<file path="config.mk">
export PLATFORM = sky130hd
export DESIGN_NAME = nrzi_line_decoder_flat
export DESIGN_NICKNAME = d
export VERILOG_FILES = /design/src/rtl/nrzi_line_decoder_if.sv /design/src/rtl/nrzi_line_decoder.sv /design/src/flat_wrapper.sv
export SDC_FILE = /design/constraint.sdc
export NUM_CORES = 1
export LEC_CHECK = 0
export BUFFER_PORTS_ARGS = -buffer_cell sky130_fd_sc_hd__buf_2
export CELL_PAD_IN_SITES_DETAIL_PLACEMENT = 0
export CELL_PAD_IN_SITES_GLOBAL_PLACEMENT = 2
export CORE_ASPECT_RATIO = 1.2
export CORE_MARGIN = 10
export CORE_UTILIZATION = 36
export CTS_CLUSTER_SIZE = 24
export DETAILED_ROUTE_END_ITERATION = 16
export MAX_ROUTING_LAYER = met4
export PLACE_DENSITY_LB_ADDON = 0.1
export SLEW_MARGIN = 25
export SYNTH_ARGS = -nofsm -noshare
export SYNTH_HDL_FRONTEND = slang
export SYNTH_SLANG_ARGS = --single-unit
export TNS_END_PERCENT = 10
</file>
<file path="constraint.sdc">
create_clock -name clk -period 2.05 [get_ports clk]
set_input_delay 0.1025 -clock clk [delete_from_list [all_inputs] [get_ports clk]]
set_output_delay 0.1025 -clock clk [all_outputs]
set_load 0.01 [all_outputs]
</file>
<file path="src/rtl/nrzi_line_decoder_if.sv">
// Word-level output stream of the NRZI line decoder.
// The decoder drives it through the master modport. The consumer uses the slave modport.
interface nrzi_line_decoder_if #(
  parameter int WORD_W = 8
);
  logic [WORD_W-1:0] word_out;
  logic              word_valid;
  logic              word_ready;

  modport master (
    output word_out,
    output word_valid,
    input  word_ready
  );

  modport slave (
    input  word_out,
    input  word_valid,
    output word_ready
  );
endinterface

</file>
<file path="src/rtl/nrzi_line_decoder.sv">
// Toggle-state line decoder: recovers bits, hunts for the sync word, then deserialises
// words LSB-first into a one-entry holding register with a valid/ready handshake.
module nrzi_line_decoder #(
  parameter int                WORD_W   = 8,
  parameter logic [WORD_W-1:0] SYNC_PAT = 8'hA5
) (
  input  logic                  clk,
  input  logic                  reset,
  input  logic                  enable,
  input  logic                  line_in,
  input  logic                  resync,
  nrzi_line_decoder_if.master   word_bus,
  output logic                  locked,
  output logic                  overrun
);

  localparam int CNT_W = $clog2(WORD_W + 1);
  localparam logic [CNT_W-1:0] CNT_LAST = CNT_W'(WORD_W - 1);
  localparam logic [CNT_W-1:0] CNT_FULL = CNT_W'(WORD_W);

  typedef enum logic {HUNT, DATA} state_t;

  state_t            state_reg, state_next;
  logic              s_reg, s_next;
  logic [WORD_W-1:0] shreg_reg, shreg_next;
  logic [CNT_W-1:0]  bit_cnt_reg, bit_cnt_next;
  logic [WORD_W-1:0] word_out_reg;
  logic              word_valid_reg;
  logic              overrun_reg;

  logic              bit_d;
  logic [WORD_W-1:0] shifted;
  logic              word_done;

  assign bit_d   = line_in ^ s_reg;
  assign shifted = {bit_d, shreg_reg[WORD_W-1:1]};

  always_ff @(posedge clk or posedge reset) begin
    if (reset) begin
      state_reg   <= HUNT;
      s_reg       <= 1'b0;
      shreg_reg   <= '0;
      bit_cnt_reg <= '0;
    end else begin
      state_reg   <= state_next;
      s_reg       <= s_next;
      shreg_reg   <= shreg_next;
      bit_cnt_reg <= bit_cnt_next;
    end
  end

  // resync wins over decode; the line bit sampled alongside it is thrown away.
  always_comb begin
    state_next   = state_reg;
    s_next       = s_reg;
    shreg_next   = shreg_reg;
    bit_cnt_next = bit_cnt_reg;
    word_done    = 1'b0;
    if (resync) begin
      state_next   = HUNT;
      s_next       = 1'b0;
      shreg_next   = '0;
      bit_cnt_next = '0;
    end else if (enable) begin
      s_next     = s_reg ^ ~bit_d;
      shreg_next = shifted;
      case (state_reg)
        HUNT: begin
          if (bit_cnt_reg >= CNT_LAST && shifted == SYNC_PAT) begin
            state_next   = DATA;
            bit_cnt_next = '0;
          end else if (bit_cnt_reg != CNT_FULL) begin
            bit_cnt_next = bit_cnt_reg + 1'b1;
          end
        end
        DATA: begin
          if (bit_cnt_reg == CNT_LAST) begin
            word_done    = 1'b1;
            bit_cnt_next = '0;
          end else begin
            bit_cnt_next = bit_cnt_reg + 1'b1;
          end
        end
        default: state_next = HUNT;
      endcase
    end
  end

  // A finished word loads straight from the shifter, so word_valid rises on the last-bit edge.
  always_ff @(posedge clk or posedge reset) begin
    if (reset) begin
      word_out_reg   <= '0;
      word_valid_reg <= 1'b0;
      overrun_reg    <= 1'b0;
    end else begin
      if (word_done && (!word_valid_reg || word_bus.word_ready)) begin
        word_out_reg   <= shifted;
        word_valid_reg <= 1'b1;
      end else if (word_valid_reg && word_bus.word_ready) begin
        word_valid_reg <= 1'b0;
      end
      if (resync) begin
        overrun_reg <= 1'b0;
      end else if (word_done && word_valid_reg && !word_bus.word_ready) begin
        overrun_reg <= 1'b1;
      end
    end
  end

  assign word_bus.word_out   = word_out_reg;
  assign word_bus.word_valid = word_valid_reg;
  assign locked              = (state_reg == DATA);
  assign overrun             = overrun_reg;

endmodule

</file>
<file path="src/flat_wrapper.sv">
// flat-port wrapper written by rule: the top's interface ports become plain ports
module nrzi_line_decoder_flat 
#(
  parameter int                WORD_W   = 8,
  parameter logic [WORD_W-1:0] SYNC_PAT = 8'hA5
)
  (clk, reset, enable, line_in, resync, locked, overrun, word_bus_word_out, word_bus_word_valid, word_bus_word_ready);
  nrzi_line_decoder_if #(.WORD_W(WORD_W)) word_bus_i ();
  input  logic clk;
  input  logic reset;
  input  logic enable;
  input  logic line_in;
  input  logic resync;
  output logic locked;
  output logic overrun;
  output wire logic [$bits(word_bus_i.word_out)-1:0] word_bus_word_out;
  output wire logic [$bits(word_bus_i.word_valid)-1:0] word_bus_word_valid;
  input wire logic [$bits(word_bus_i.word_ready)-1:0] word_bus_word_ready;
  assign word_bus_word_out = word_bus_i.word_out;
  assign word_bus_word_valid = word_bus_i.word_valid;
  assign word_bus_i.word_ready = word_bus_word_ready;
  nrzi_line_decoder #(.WORD_W(WORD_W), .SYNC_PAT(SYNC_PAT)) u_core (.clk(clk), .reset(reset), .enable(enable), .line_in(line_in), .resync(resync), .word_bus(word_bus_i), .locked(locked), .overrun(overrun));
endmodule
</file>
==> results.cfg, run 1 <==
[placed_design]
last_weighted_congestion_value_of_the_routability_driven_placer = 0.7227
port_buffer_cells = 16
dp_hpwl_mm = 1.668
place.detailed.instances = 145
dpl-instance-area_um2 = 1236

[worst_setup_path]
beginning_of_the_critical_path = u_core.bit_cnt_reg[0]
crit_path_start_kind = register
timing.rr.start = u_core.bit_cnt_reg[0]
worstSetupEndpointType = register
cp_data_required_time_ns = 2.25
worst_setup_path_class = register to register
worstPathArrival_ns = 1.90
worstRegToRegCells = 6
worstSetupEndpoint = u_core.word_bus.word_out[2]
reg2reg_to = u_core.word_bus.word_out[2]
r2r_slack_ns = 0.34
crit_path_max_fanout = 8

[logic_synthesis]
synth.yosys.warnings = 0
post_synth_num_cell_types = 31
synth_top_cell_by_area = sky130_fd_sc_hd__dfrtp_1
netlist.area_leader.share = 0.5169
postSynthRegisterBits = 23
yosys-top-cells-area = sky130_fd_sc_hd__dfrtp_1 (52%), sky130_fd_sc_hd__mux2_1 (8.1%), sky130_fd_sc_hd__mux2i_1 (7.2%)
synthCells = 95
synth.yosys.seq_area_share = 0.5169
post_synthesis_area_per_instance_um2 = 11.72
synthesis.nets = 103
post_synth_instance_area_um2 = 1114

[final_layout]
final_cell_count_no_fill = 151
final_cell_mix = sky130_fd_sc_hd__dfrtp_1 (23), sky130_fd_sc_hd__buf_2 (16), sky130_fd_sc_hd__nor2_1 (12), sky130_fd_sc_hd__mux2_1 (8), sky130_fd_sc_hd__mux2i_1 (8)
diodes = 0
multiInputGateArea_um2 = 490.5
max_ffs_per_register = 8
final_core_utilization = 0.4236
share_of_final_layout_standard_cells_stronger_than_drive_strength_1 = 0.2348
commonest_non_fill_non_tap_cell_in_the_layout = sky130_fd_sc_hd__dfrtp_1
layout.area.seq_um2 = 575.6
areaGrowthSynthToFinish_pct = 15.17
nets = 124
final.fill_count = 334
stdcell_area_um2 = 1282

[sta]
final.period_utilization = 0.8318
grt_setup_unrepaired = no
drv_slew = 0
finalHoldViolations = 0
fin_setup_tns_ns = 0
final_period_minus_worst_setup_slack_ns = 1.705
worst-slew-pin-transition_ns = 0.3508
timing.max_slew.rel_slack = 0.7662
finalSetupViolations = 0
clock_skew_ns = 0.004375
max_clock_freq_mhz = 586.5

[floorplan]
rows = 22
start_util = 0.3678
floorplan_core_area_um2 = 3028
design.portCount = 17
fp.dieArea_um2 = 5727
fp.dieH_um = 80.93
die-width_um = 70.77

[cts]
cts-resized-gates = 0
clk-insertion-delay-late_ns = 0.30
cts_buffer_depth = 2
cts_tree = done
path_clk_slew_ns = 0.12
clk_root_buffer_cell = sky130_fd_sc_hd__clkbuf_4
cts_made_buffers = 3
htree_num_levels = 1
cts.hold.buffers_added = 1
clock_sinks = 23
cts_post_setup_buffers_inserted = 0

[run]
drv_cap = 0

[global_route]
grt_antenna_before_repair = 0
first_global_vias = 789
maximum_number_of_pins_on_one_net_before_global_route_repair = 24
grt_first_pass_wirelength_mm = 3.877
track_usage = 0.08500
grt-ovfl-total = 0

[pwr]
p_leak_nw = 0.6911
p_per_area_nw_per_um2 = 610.1
vdd_ir_drop_max_uv = 254.7

[route]
drt_wl_total_mm = 2.255
vias_per_cell = 4.987
via_count = 753
dr.pass1.iters = 3
dr_wl_cell_um = 14.93
drtIter0Drc = 12
remaining_drc_errors = 0
final_antenna_net_count = 0

[min_path]
whs_path_depth = 3
worstHoldPathType = primary input to register

[outcome]
status = completed
[layer usage]
metal  part of all wire  track usage
met1               0.43      0.09779
met2               0.53       0.1399
met3              0.034      0.01951
met4             0.0067      0.03488
met5                  0            -
[per-stage QoR]
step	power [mW]	worst slack, ns	hold slack (ns)
global placement	0.5860	0.3789	0.1573
floorplan	0.5619	0.4845	0.1044
CTS	0.7999	0.3289	0.001673
global route	0.8415	0.1572	0.09297
detailed placement	0.5870	0.3412	0.1641
finish	0.7825	0.3449	0.08325
[synthesized netlist by cell type]
master	n
sky130_fd_sc_hd__a211o_1	1
sky130_fd_sc_hd__a211oi_1	1
sky130_fd_sc_hd__a21oi_1	1
sky130_fd_sc_hd__a21oi_2	1
sky130_fd_sc_hd__and4b_1	1
sky130_fd_sc_hd__and4bb_1	1
sky130_fd_sc_hd__buf_2	2
sky130_fd_sc_hd__buf_4	1
sky130_fd_sc_hd__clkbuf_1	2
sky130_fd_sc_hd__dfrtp_1	23
sky130_fd_sc_hd__ha_1	2
sky130_fd_sc_hd__inv_1	6
sky130_fd_sc_hd__mux2_1	8
sky130_fd_sc_hd__mux2i_1	8
sky130_fd_sc_hd__nand2_1	2
sky130_fd_sc_hd__nand2b_1	1
sky130_fd_sc_hd__nand3_1	1
sky130_fd_sc_hd__nand3b_1	2
sky130_fd_sc_hd__nand4b_4	1
sky130_fd_sc_hd__nor2_1	12
sky130_fd_sc_hd__nor2b_1	1
sky130_fd_sc_hd__nor3_1	3
sky130_fd_sc_hd__nor3b_1	3
sky130_fd_sc_hd__nor3b_2	1
sky130_fd_sc_hd__o211ai_1	3
sky130_fd_sc_hd__o21a_1	2
sky130_fd_sc_hd__o21ai_0	1
sky130_fd_sc_hd__o21ba_2	1
sky130_fd_sc_hd__o221ai_1	1
sky130_fd_sc_hd__o22ai_1	1
sky130_fd_sc_hd__xor2_2	1
[kinds of logic after synthesis]
| group | after synthesis | synth area share |
|---|---|---|
| and+or+nand+nor | 29 | 0.1629 |
| DFF | 23 | 0.5169 |
| muxes | 16 | 0.1528 |
| AOI/OAI and AO/OA | 13 | 0.08764 |
| buffers and inverters | 11 | 0.04270 |
| adders and majority gates | 2 | 0.02247 |
| xor gates and xnor gates | 1 | 0.01461 |
[worst max-delay path, stage by stage, from the launching register on]
cell	delay (ns)
sky130_fd_sc_hd__dfrtp_1	0.39
sky130_fd_sc_hd__ha_1	0.21
sky130_fd_sc_hd__and4b_1	0.23
sky130_fd_sc_hd__nand3b_1	0.12
sky130_fd_sc_hd__nor2b_1	0.14
sky130_fd_sc_hd__buf_4	0.18
sky130_fd_sc_hd__mux2_1	0.33
[worst min-delay path by stage]
stage                                 endpoint           startpoint
floorplan                u_core.bit_cnt_reg[0]                reset
global placement           u_core.shreg_reg[2]                reset
detailed placement         u_core.shreg_reg[1]                reset
CTS                               u_core.s_reg              line_in
global route                    u_core.overrun  word_bus_word_ready
finish              u_core.word_bus.word_valid  word_bus_word_ready
[area by class of cell]
cell class	count	share of cell area
sequential	23	0.4488
multi-input combinational	61	0.3824
timing repair buffer	21	0.09561
tap	36	0.03512
clock buffer	4	0.02049
inverter	6	0.01756
[power by group]
group / switching [mW] / internal, mW
Sequential: 0.0187 / 0.470
Combinational: 0.0492 / 0.0405
Clock: 0.128 / 0.0757
Total: 0.196 / 0.587
Note: power is estimated with default switching activity, not from simulation.
==> inputs of run 2 (changes only) <==
Settings changed: ABC_AREA set to 1, CORE_UTILIZATION 36 to 30.
Clock period 2.05 ns to 1.5 ns, I/O delays scaled along.
==> results.cfg, run 2 <==
[outcome]
status = completed

[placed_design]
place.detailed.instances = 171
port_buffer_cells = 16
dp_hpwl_mm = 1.705
last_weighted_congestion_value_of_the_routability_driven_placer = 0.7798
dpl-instance-area_um2 = 1207

[logic_synthesis]
yosys-top-cells-count = sky130_fd_sc_hd__nand2_1 (24), sky130_fd_sc_hd__dfrtp_1 (23), sky130_fd_sc_hd__inv_1 (19), sky130_fd_sc_hd__nor2_1 (9), sky130_fd_sc_hd__o22ai_1 (9)
post_synth_instance_area_um2 = 1070
synthCells = 116
yosys.area_share.adder = 0.02339
synth.yosys.seq_area_share = 0.5380
synth_simple_gate_area_frac = 0.2035
post_synth_num_cell_types = 17
post_synth_mux_area_share = 0
synth.yosys.warnings = 0
synthFlopType = sky130_fd_sc_hd__dfrtp_1
largest_family_of_logic_cells_by_synthesized_area = simple AND/OR/NAND/NOR gates
synth_compound_gate_area_share = 0.1462
asyncSetResetFlopFracSynth = 1.000
yosys.cell_count.top_type = sky130_fd_sc_hd__nand2_1
yosys-top-cells-area = sky130_fd_sc_hd__dfrtp_1 (54%), sky130_fd_sc_hd__nand2_1 (8.4%), sky130_fd_sc_hd__inv_1 (6.7%)
synth-edff-count = 0
postSynthRegisterBits = 23
synth_xor_xnor_area_share = 0.008187
netlist.area_leader.share = 0.5380
synthesis.nets = 124
synth_top_cell_by_area = sky130_fd_sc_hd__dfrtp_1
post_synthesis_area_per_instance_um2 = 9.222

[cts]
clk_root_buffer_cell = sky130_fd_sc_hd__clkbuf_8
path_clk_slew_ns = 0.09
cts_buffer_depth = 2
clk-insertion-delay-late_ns = 0.26
cts_made_buffers = 3
htree_num_levels = 1
clock_sinks = 23
cts_tree = done

[sta]
clock_skew_ns = 0.006088
final_period_minus_worst_setup_slack_ns = 1.442
worst-slew-pin-transition_ns = 0.5128
max_clock_freq_mhz = 693.6
timing.max_slew.rel_slack = 0.6569
fin_setup_tns_ns = 0
grt_setup_unrepaired = yes
worst_hold_slack_ns = 0.02703
finalSetupViolations = 0
drv_slew = 0
finalHoldViolations = 0
final.period_utilization = 0.9611

[route]
drt_wl_total_mm = 2.442
remaining_drc_errors = 0
vias_per_cell = 4.631
final_antenna_net_count = 0
via_count = 829
dr.pass1.iters = 4
dr_wl_cell_um = 13.64
drtIter0Drc = 52

[pwr]
power.share.switching = 0.2448
intPower_mw = 0.8658
switching_power_mw = 0.2806
p_per_area_nw_per_um2 = 864.4
clock_power_share = 0.340
p_leak_nw = 0.6331
combinational_fraction_of_design_power = 0.097
sequentialPowerShare = 0.563
vdd_ir_drop_max_uv = 373.3

[min_path]
worstHoldPathType = primary input to register

[final_layout]
final.fill_count = 355
commonest_non_fill_non_tap_cell_in_the_layout = sky130_fd_sc_hd__dfrtp_1
final_cell_count_no_fill = 179
final_cell_mix = sky130_fd_sc_hd__dfrtp_1 (23), sky130_fd_sc_hd__inv_1 (19), sky130_fd_sc_hd__nand2_1 (19), sky130_fd_sc_hd__buf_2 (16), sky130_fd_sc_hd__o22ai_1 (9)
multiInputGateArea_um2 = 456.7
areaGrowthSynthToFinish_pct = 23.98
layout.area.seq_um2 = 575.6
diodes = 0
max_ffs_per_register = 8
final_core_utilization = 0.3906
nets = 151
share_of_final_layout_standard_cells_stronger_than_drive_strength_1 = 0.3380
stdcell_area_um2 = 1326

[worst_setup_path]
crit_path_max_fanout = 8
worstPathArrival_ns = 1.60
worst_setup_path_class = register to register
cp_data_required_time_ns = 1.66
worstSetupEndpointType = register
crit_path_start_kind = register

[global_route]
first_global_vias = 842
maximum_number_of_pins_on_one_net_before_global_route_repair = 24
grt-ovfl-total = 0
grt_first_pass_wirelength_mm = 3.946
grt_antenna_before_repair = 0
track_usage = 0.08240

[floorplan]
fp.dieH_um = 85.42
design.portCount = 17
start_util = 0.3150
floorplan_core_area_um2 = 3396
rows = 23
fp.dieArea_um2 = 6364
die-width_um = 74.51

[run]
drv_cap = 0
[run 2: cell count changes after synthesis, sizes merged, moves of 4 or more]
cell	change
inv	+13
mux2	-8
mux2i	-8
nand2	+26
nand3	+6
nor3b	-4
o21ai	+12
o22ai	+8
[run 2: area by class of cell]
type                       instances  area share
sequential                        23      0.4340
multi-input combinational         73      0.3443
timing repair buffer              22     0.09623
inverter                          20     0.05660
tap                               37     0.03491
clock buffer                       4     0.03396
[run 2: through the flow]
| stage | worst slack (ns) | power [mW] |
|---|---|---|
| after detailed placement | 0.07152 | 0.7632 |
| after global routing | -0.05217 | 1.206 |
| final | 0.05831 | 1.146 |
| after CTS | 0.05330 | 1.156 |
| after global placement | 0.1078 | 0.7629 |
| after floorplan | 0.1802 | 0.7198 |
[run 2: critical path: stages (launching register included)]
cell,delay (ns)
sky130_fd_sc_hd__dfrtp_1,0.36
sky130_fd_sc_hd__ha_2,0.21
sky130_fd_sc_hd__nand2_2,0.09
sky130_fd_sc_hd__nor3_4,0.18
sky130_fd_sc_hd__buf_4,0.16
sky130_fd_sc_hd__nand3_4,0.16
sky130_fd_sc_hd__nand2_1,0.13
sky130_fd_sc_hd__o21ai_2,0.05
[run 2: logic make-up (layout without fill, tap and decap cells)]
kind of cell,Yosys count,in the layout
buf+inv,21,46
compound gates,23,23
fa+ha+maj,2,2
flops,23,23
simple gates,46,47
xor+xnor,1,1
[run 2: per-layer routing]
layer | part of all wire | up-vias | global-route usage
met3 | 0.041 | 2 | 0.01748
met5 | 0 | - | -
met1 | 0.43 | 393 | 0.09741
met4 | 0.0078 | 0 | 0.03621
li1 | - | 424 | -
met2 | 0.52 | 10 | 0.1300
[run 2: final timing paths]
| path | slack [ns] | cells after the start | endpoint | from |
|---|---|---|---|---|
| worst max-delay path | 0.06 | 7 | u_core.word_bus.word_out[0] | u_core.bit_cnt_reg[0] |
| worst min-delay path | 0.03 | 2 | u_core.s_reg | line_in |
| worst max register to register | 0.06 | 7 | u_core.word_bus.word_out[0] | u_core.bit_cnt_reg[0] |
| worst min register to register | 0.48 | 2 | u_core.word_bus.word_out[0] | u_core.word_bus.word_out[0] |
| max in group asynchronous | 0.88 | 4 | u_core.shreg_reg[1] | reset |
| min in group asynchronous | 0.38 | 4 | u_core.bit_cnt_reg[0] | reset |
[run 2: repair_timing]
item,in CTS,in global routing
buffers inserted,0,2
gates resized for setup,0,14
hold buffers,1,0
setup endpoints to repair,0,12
hold endpoints to repair,23,0
[run 2: power by group through the flow]
stage | Clock (mW) | Combinational (mW) | Sequential (mW)
after floorplan | 0 | 0.0623 | 0.658
after global placement | 0 | 0.106 | 0.657
after detailed placement | 0 | 0.106 | 0.657
after CTS | 0.403 | 0.108 | 0.645
after global routing | 0.428 | 0.129 | 0.649
final | 0.389 | 0.111 | 0.646
